`config.mk`:
```
export PLATFORM = sky130hd
export DESIGN_NAME = reorder_buffer
export DESIGN_NICKNAME = d
export VERILOG_FILES = /design/src/rtl/ooo_pkg.sv /design/src/rtl/reorder_buffer.sv
export SDC_FILE = /design/constraint.sdc
export NUM_CORES = 1
export LEC_CHECK = 0
export CELL_PAD_IN_SITES_DETAIL_PLACEMENT = 0
export CELL_PAD_IN_SITES_GLOBAL_PLACEMENT = 1
export CORE_MARGIN = 2
export CORE_UTILIZATION = 30
export DETAILED_ROUTE_END_ITERATION = 10
export PLACE_DENSITY_LB_ADDON = 0.2
export SYNTH_ARGS = -nofsm -noshare
export SYNTH_HDL_FRONTEND = slang
export SYNTH_SLANG_ARGS = --single-unit
export TNS_END_PERCENT = 20
```
`constraint.sdc`:
```
create_clock -name clk -period 14.8 [get_ports clk]
set_input_delay 2.22 -clock clk [delete_from_list [all_inputs] [get_ports clk]]
set_output_delay 2.22 -clock clk [all_outputs]
set_load 0.005 [all_outputs]
```
`src/rtl/ooo_pkg.sv`:
```
// Shared out-of-order core definitions: default widths, ROB depth and the
// reorder-buffer entry layout. The exception bit is only carried when
// ROB_EXCEPTION_EN is defined.
package ooo_pkg;

    localparam int ROB_BITS_C = 4;
    localparam int PR_BITS_C  = 6;
    localparam int AR_BITS_C  = 5;
    localparam int ROB_DEPTH  = 1 << ROB_BITS_C;

    typedef struct packed {
        logic                 valid;
        logic                 done;
`ifdef ROB_EXCEPTION_EN
        logic                 exc;
`endif
        logic                 has_dest;
        logic [AR_BITS_C-1:0] arch_rd;
        logic [PR_BITS_C-1:0] phys_rd;
        logic [PR_BITS_C-1:0] old_phys;
    } rob_entry_t;

    // Circular pointer advance; wraps naturally modulo the depth.
    function automatic logic [ROB_BITS_C-1:0] rob_ptr_next(input logic [ROB_BITS_C-1:0] ptr);
        return ptr + ROB_BITS_C'(1);
    endfunction

endpackage

```
`src/rtl/reorder_buffer.sv`:
```
// reorder_buffer: in-order completion tracker. One allocate, one writeback
// and one commit port over a circular buffer of 2^ROB_BITS entries.
// Optional feature macro: ROB_EXCEPTION_EN (adds rob_wb_exc / commit_exc and
// a self-flush on the edge after an excepting head retires).
module reorder_buffer
    import ooo_pkg::*;
#(
    parameter int ROB_BITS = ROB_BITS_C,
    parameter int PR_BITS  = PR_BITS_C,
    parameter int AR_BITS  = AR_BITS_C
) (
    input  logic                clk,
    input  logic                rst,
    input  logic                alloc_valid,
    output logic                alloc_ready,
    input  logic                alloc_has_dest,
    input  logic [AR_BITS-1:0]  alloc_arch_rd,
    input  logic [PR_BITS-1:0]  alloc_phys_rd,
    input  logic [PR_BITS-1:0]  alloc_old_phys,
    output logic [ROB_BITS-1:0] alloc_idx,
    input  logic                rob_wb_en,
    input  logic [ROB_BITS-1:0] rob_wb_idx,
`ifdef ROB_EXCEPTION_EN
    input  logic                rob_wb_exc,
    output logic                commit_exc,
`endif
    output logic                commit_valid,
    input  logic                commit_ready,
    output logic                commit_has_dest,
    output logic [AR_BITS-1:0]  commit_arch_rd,
    output logic [PR_BITS-1:0]  commit_phys_rd,
    output logic [PR_BITS-1:0]  commit_old_phys,
    input  logic                flush,
    output logic                empty
);

    localparam int              DEPTH      = 1 << ROB_BITS;
    localparam logic [ROB_BITS:0] FULL_COUNT = (ROB_BITS+1)'(DEPTH);
    localparam logic [ROB_BITS:0] CNT_ONE    = (ROB_BITS+1)'(1);

    rob_entry_t          rob_r [DEPTH];
    logic [ROB_BITS-1:0] head_r;
    logic [ROB_BITS-1:0] tail_r;
    logic [ROB_BITS:0]   count_r;
`ifdef ROB_EXCEPTION_EN
    logic                exc_flush_r;
`endif

    rob_entry_t          head_entry_s;
    logic                flush_s;
    logic                do_alloc_s;
    logic                do_commit_s;
    logic                wb_hit_s;

    // Control decode: flush wins over everything, full blocks allocation
    // regardless of a same-cycle commit, writebacks only land on live entries.
    always_comb begin
        head_entry_s = rob_r[head_r];
`ifdef ROB_EXCEPTION_EN
        flush_s      = flush | exc_flush_r;
`else
        flush_s      = flush;
`endif
        if (flush_s) begin
            alloc_ready  = 1'b0;
            commit_valid = 1'b0;
            wb_hit_s     = 1'b0;
        end else begin
            alloc_ready  = (count_r != FULL_COUNT);
            commit_valid = head_entry_s.valid & head_entry_s.done;
            wb_hit_s     = rob_wb_en & rob_r[rob_wb_idx].valid;
        end
        do_alloc_s  = alloc_valid & alloc_ready;
        do_commit_s = commit_valid & commit_ready;
    end

    // Output view: head fields and pointers come straight from registered state.
    always_comb begin
        alloc_idx       = tail_r;
        empty           = (count_r == '0);
        commit_has_dest = head_entry_s.has_dest;
        commit_arch_rd  = head_entry_s.arch_rd;
        commit_phys_rd  = head_entry_s.phys_rd;
        commit_old_phys = head_entry_s.old_phys;
`ifdef ROB_EXCEPTION_EN
        commit_exc      = head_entry_s.exc;
`endif
    end

    // Pointer, occupancy and entry state update.
    always_ff @(posedge clk or posedge rst) begin
        if (rst) begin
            head_r  <= '0;
            tail_r  <= '0;
            count_r <= '0;
`ifdef ROB_EXCEPTION_EN
            exc_flush_r <= 1'b0;
`endif
            for (int i = 0; i < DEPTH; i++) begin
                rob_r[i] <= '0;
            end
        end else if (flush_s) begin
            head_r  <= '0;
            tail_r  <= '0;
            count_r <= '0;
`ifdef ROB_EXCEPTION_EN
            exc_flush_r <= 1'b0;
`endif
            for (int i = 0; i < DEPTH; i++) begin
                rob_r[i].valid <= 1'b0;
                rob_r[i].done  <= 1'b0;
`ifdef ROB_EXCEPTION_EN
                rob_r[i].exc   <= 1'b0;
`endif
            end
        end else begin
            for (int i = 0; i < DEPTH; i++) begin
                if (do_alloc_s && (tail_r == ROB_BITS'(i))) begin
                    rob_r[i].valid    <= 1'b1;
                    rob_r[i].done     <= 1'b0;
`ifdef ROB_EXCEPTION_EN
                    rob_r[i].exc      <= 1'b0;
`endif
                    rob_r[i].has_dest <= alloc_has_dest;
                    rob_r[i].arch_rd  <= alloc_arch_rd;
                    rob_r[i].phys_rd  <= alloc_phys_rd;
                    rob_r[i].old_phys <= alloc_old_phys;
                end else begin
                    if (wb_hit_s && (rob_wb_idx == ROB_BITS'(i))) begin
                        rob_r[i].done <= 1'b1;
`ifdef ROB_EXCEPTION_EN
                        rob_r[i].exc  <= rob_wb_exc;
`endif
                    end
                    if (do_commit_s && (head_r == ROB_BITS'(i))) begin
                        rob_r[i].valid <= 1'b0;
                    end
                end
            end

            if (do_alloc_s) begin
                tail_r <= rob_ptr_next(tail_r);
            end
            if (do_commit_s) begin
                head_r <= rob_ptr_next(head_r);
            end

            case ({do_alloc_s, do_commit_s})
                2'b10:   count_r <= count_r + CNT_ONE;
                2'b01:   count_r <= count_r - CNT_ONE;
                default: count_r <= count_r;
            endcase

`ifdef ROB_EXCEPTION_EN
            exc_flush_r <= do_commit_s & head_entry_s.exc;
`endif
        end
    end

endmodule
```
; After elaboration in Yosys (flattened, before gate mapping)
; Cells that the tools add are included.
[classes]
add_sub_neg = 4
n_lt_le_gt_ge = 2
n_eq_ne = 48
n_mux = 79
n_bitwise = 7
n_reduce_logical = 103
[op_table]
columns = cell, n
row1 = $bmux 20 s4, 2
row2 = $reduce_bool 3->1, 33
row3 = $eq 4x4->1 const B, 24
row4 = $mux 20, 4
row5 = $mux 2, 32
row6 = $eq 4x3->1 const B, 12
row7 = $logic_and 1x1->1, 48
row8 = $mux 1, 35
row9 = $reduce_and 2->1, 16
row10 = $eq 4x2->1 const B, 6
row11 = $mux 4, 4
row12 = $eq 4x1->1 const B, 3
row13 = $logic_not 4->1, 3
row14 = $ge 5x5->1 const B, 2
row15 = $not 4->5, 2
row16 = $pmux 5 s2, 1
row17 = $add 4x1->4 const B, 2
row18 = $add 5x1->5 const B, 1
row19 = $logic_not 5->1, 1
row20 = $mux 5, 1
row21 = $ne 5x5->1 const B, 1
row22 = $sub 5x1->5 const B, 1
row23 = $and 1x1->1, 4
row24 = $reduce_bool 2->1, 2
row25 = 3 further kinds, 3
[totals]
reg_bits = 333
inputBits = 28
elab_cells = 342

; Longest topological paths before layout
[logic_depth]
word_depth = 11
depth_mapped = 14
ltp_nobuf = 13

; Worst setup path after synthesis
; Ideal clock, no wire load.
[synth_timing]
kind = input-to-output
start = in flush
end = out commit_valid
arrival_time_ps = 3184
setup_slack_ps = 9396
path_stages = 4
n_path_buf = 1
cell_sequence = buf_2 > a311o_1 > a311oi_2 > o21a_1
[synth_between]
elab_chain_len = 1
[synth_lines]
columns = item, line
row1 = from (decl), reorder_buffer.sv:33  ; input logic flush,
row2 = $mux 1, reorder_buffer.sv:64  ; if (flush_s) begin
row3 = to (decl), reorder_buffer.sv:27  ; output logic commit_valid,
; Every way passes these cells.

; Worst setup path in the final report
; Ends and elaborated chain as after synthesis.

==> metrics.csv <==
stage;metric;value;unit
synth;synth_enable_flop_cells;0;
detailed_routing;vias_per_cell;5.06;
timing;tns;0;ps
clock_tree;path_clk_slew;50;ps
finish;fin_area;0.0181;mm²
critical_path;crit_arrival;4310;ps
status;outcome;completed;
placement;io_buffer_count;52;
synth;syn_area;0.0156;mm²
clock_tree;cts_max_path_buffers;3;
global_routing;antenna_found_initial;1;
finish;drive_gt1_share;37.6;%
critical_path;slowest_delay;540;ps
placement;place_hpwl;22700;µm
global_routing;grt_pass1_wl;66300;µm
synth;ys_ff_latch;333;
detailed_routing;finalWirelength;43400;µm
detailed_routing;dr.pass1.iters;5;
detailed_routing;drc;0;
global_routing;grt_start_max_net_pins;146;
synth;seq_area_frac_synth;53.5;%
die;dieArea;0.0538;mm²
global_routing;first_global_vias;9927;
power;p_leak;0.00832;µW
die;die_w;232;µm
timing;setup_viol;0;
power;p_total;2290;µW
clock_tree;ctsResizeCount;0;
synth;syn_avg_cell_area;13.8;µm²
timing;slew_violations;0;
die;die_h;232;µm
clock_tree;cts_setup_buffers;0;
finish;diodes;0;
placement;place_area;0.0167;mm²
synth;synth.distinct_cells;47;
die;std_cell_rows;83;
critical_path;crit_chain;clkdlybuf4s50_1 -> buf_4 -> a311o_1 -> a311oi_2 -> o21a_1 -> clkdlybuf4s50_1;
synth;ys.warnings.count;0;
detailed_routing;ant_nets;0;
die;start_util;30.4;%
critical_path;crit_top_cell;clkdlybuf4s50_1;
timing;finalWorstSetupSlack;8270;ps
min_path;hold_class;register to register;
clock_tree;clock_latency;560;ps
finish;mostFrequentLayoutCells;329 x dfrtp_1, 234 x mux2_2, 194 x nand2_1;
synth;syn_nets;1172;
power;internal_power;1760;µW
power;switching_share;23.2;%
power;p_per_area;127;mW/mm²
detailed_routing;drtIter0Drc;592;
power;seq_power_share;45.0;%
timing;slew_headroom;25.3;%
timing;rsz0062_at_grt;no;
run;cap_viol_max_count;0;
critical_path;cp-end-kind;output port;
finish;nets;1193;
finish;final_common_cell;dfrtp_1;
clock_tree;clockRootBuffer;clkbuf_16;
critical_path;worstPathRequired;12580;ps
clock_tree;hold_buffers;0;
timing;fin_worst_skew;13.2;ps
placement;routabilityCongestion;0.727;
clock_tree;cts_buffers;41;
critical_path;critPathLaunchType;input port;
power;switching_power;533;µW
timing;tightest_slew;1120;ps
global_routing;gr-total-overflow;0;
timing;fin_crit;6530;ps
finish;synthToLayoutAreaGrowth;16.2;%
synth;synth_flop_cell;dfrtp_1;
detailed_routing;wl_per_cell;23.3;µm
critical_path;worstPathMaxFanout;28;
critical_path;worstSetupPathType;input port to output port;
critical_path;crit_slowest_cell;clkdlybuf4s50_1;
clock_tree;cts_tree;done;
timing;fmax;0.153;GHz
die;core_area;0.0513;mm²
clock_tree;cts.sinks;333;
global_routing;grt_usage;16.6;%
power;peakVddDrop;0.0000600;V
clock_tree;htreeDepth;2;
timing;finalCritPeriodShare;44.1;%
detailed_routing;vias;9424;
power;power_frac_clock;44.9;%
timing;finalHoldViolCount;0;
synth;synthArstFlopShare;100;%
placement;post-place-ws;8270;ps
synth;syn_inst;1132;
die;num_io_pins;53;
power;power_frac_comb;10.1;%
path summary, 6_finish.rpt:
path	cells after the start	slack, ps	from	end
hold / removal	2	470	rob_r[160]	rob_r[160]
min in group asynchronous	2	2330	rst	rob_r[260]
setup / recovery	6	8270	flush	commit_valid
max in group asynchronous	4	10140	rst	rob_r[110]
setup reg to reg	12	11090	head_r[3]	count_r[4]
hold reg to reg	2	470	rob_r[160]	rob_r[160]
power by group through the flow:
stage / clock (µW) / combinational, µW / sequential, µW
final: 1030 / 232 / 1030
after global routing: 1100 / 256 / 1040
after CTS: 1060 / 239 / 1030
after detailed placement: 0 / 238 / 1050
after global placement: 0 / 234 / 1050
after floorplan: 0 / 155 / 1040
critical path, delay by kind of cell:
family / cells / cell delay, ps
buffers and inverters: 3 / 1180
AO/OA/AOI/OAI: 3 / 900
registers in the layout, indices dropped and copies added (netlist names):
name and flops:
alloc_idx 4, rob_r 320, head_r 4, count_r 5
kinds of logic after synthesis:
family / count (synthesis) / synth area share [%]
AOI/OAI and AO/OA: 61 / 2.78
xor gates and xnor gates: 5 / 0.329
DFF: 333 / 53.5
and+or+nand+nor: 269 / 7.27
buffers and inverters: 108 / 3.15
muxes: 344 / 32.0
adders and majority gates: 12 / 1.01
final cells by class:
cell class | count | area (µm²)
clock buffers | 61 | 1240
clock inverters | 11 | 138
fillers | 5068 | 33200
inverters | 21 | 86.3
multi-input cells | 691 | 6840
flip-flops and latches | 333 | 8340
well taps | 680 | 851
repair buffers | 65 | 618
cells in the mapped netlist (2+ instances only):
cell,n,area (µm²)
a31oi_1,9,56.3
mux4_2,100,2250
nor2_2,3,18.8
mux2i_1,7,70.1
nor3b_1,4,30.0
o2bb2ai_1,2,17.5
or3_1,2,12.5
xor2_1,3,26.3
dfrtp_1,333,8330
o211ai_2,7,87.6
o211ai_1,6,45.0
clkbuf_1,38,143
buf_1,2,7.51
mux2_1,3,33.8
nor2b_1,8,50.1
ha_1,11,138
nand3_1,19,95.1
nor2_1,9,33.8
nor3_1,18,90.1
buf_2,41,205
nand2b_1,2,12.5
buf_6,3,33.8
mux2_2,234,2640
and2_1,2,12.5
a21oi_1,19,95.1
and3_1,6,37.5
buf_4,3,22.5
o21ai_0,7,35.0
a22oi_1,2,15.0
nand2_1,194,728
inv_1,19,71.3
metrics by stage:
step                      std cells  utilization [%]  hold slack, ps
after floorplan                1132                -             441
after global placement         1790             32.6             455
after detailed placement       1790             32.6             462
after CTS                      1862             35.3             475
after global routing           1862             35.3             487
final                          1862             35.3             470
metal layers:
metal  share of wire [%]  up-vias  routed length [µm]  GRT usage [%]
met5               0.023        -                  10              0
met4                 1.8        2                 762           3.85
met3                 3.7       51                1610           3.00
met2                  47      163               20400           26.2
met1                  48     5087               20600           23.8
li1                    -     4121                   -              -
(Power assumes the default switching activity.)
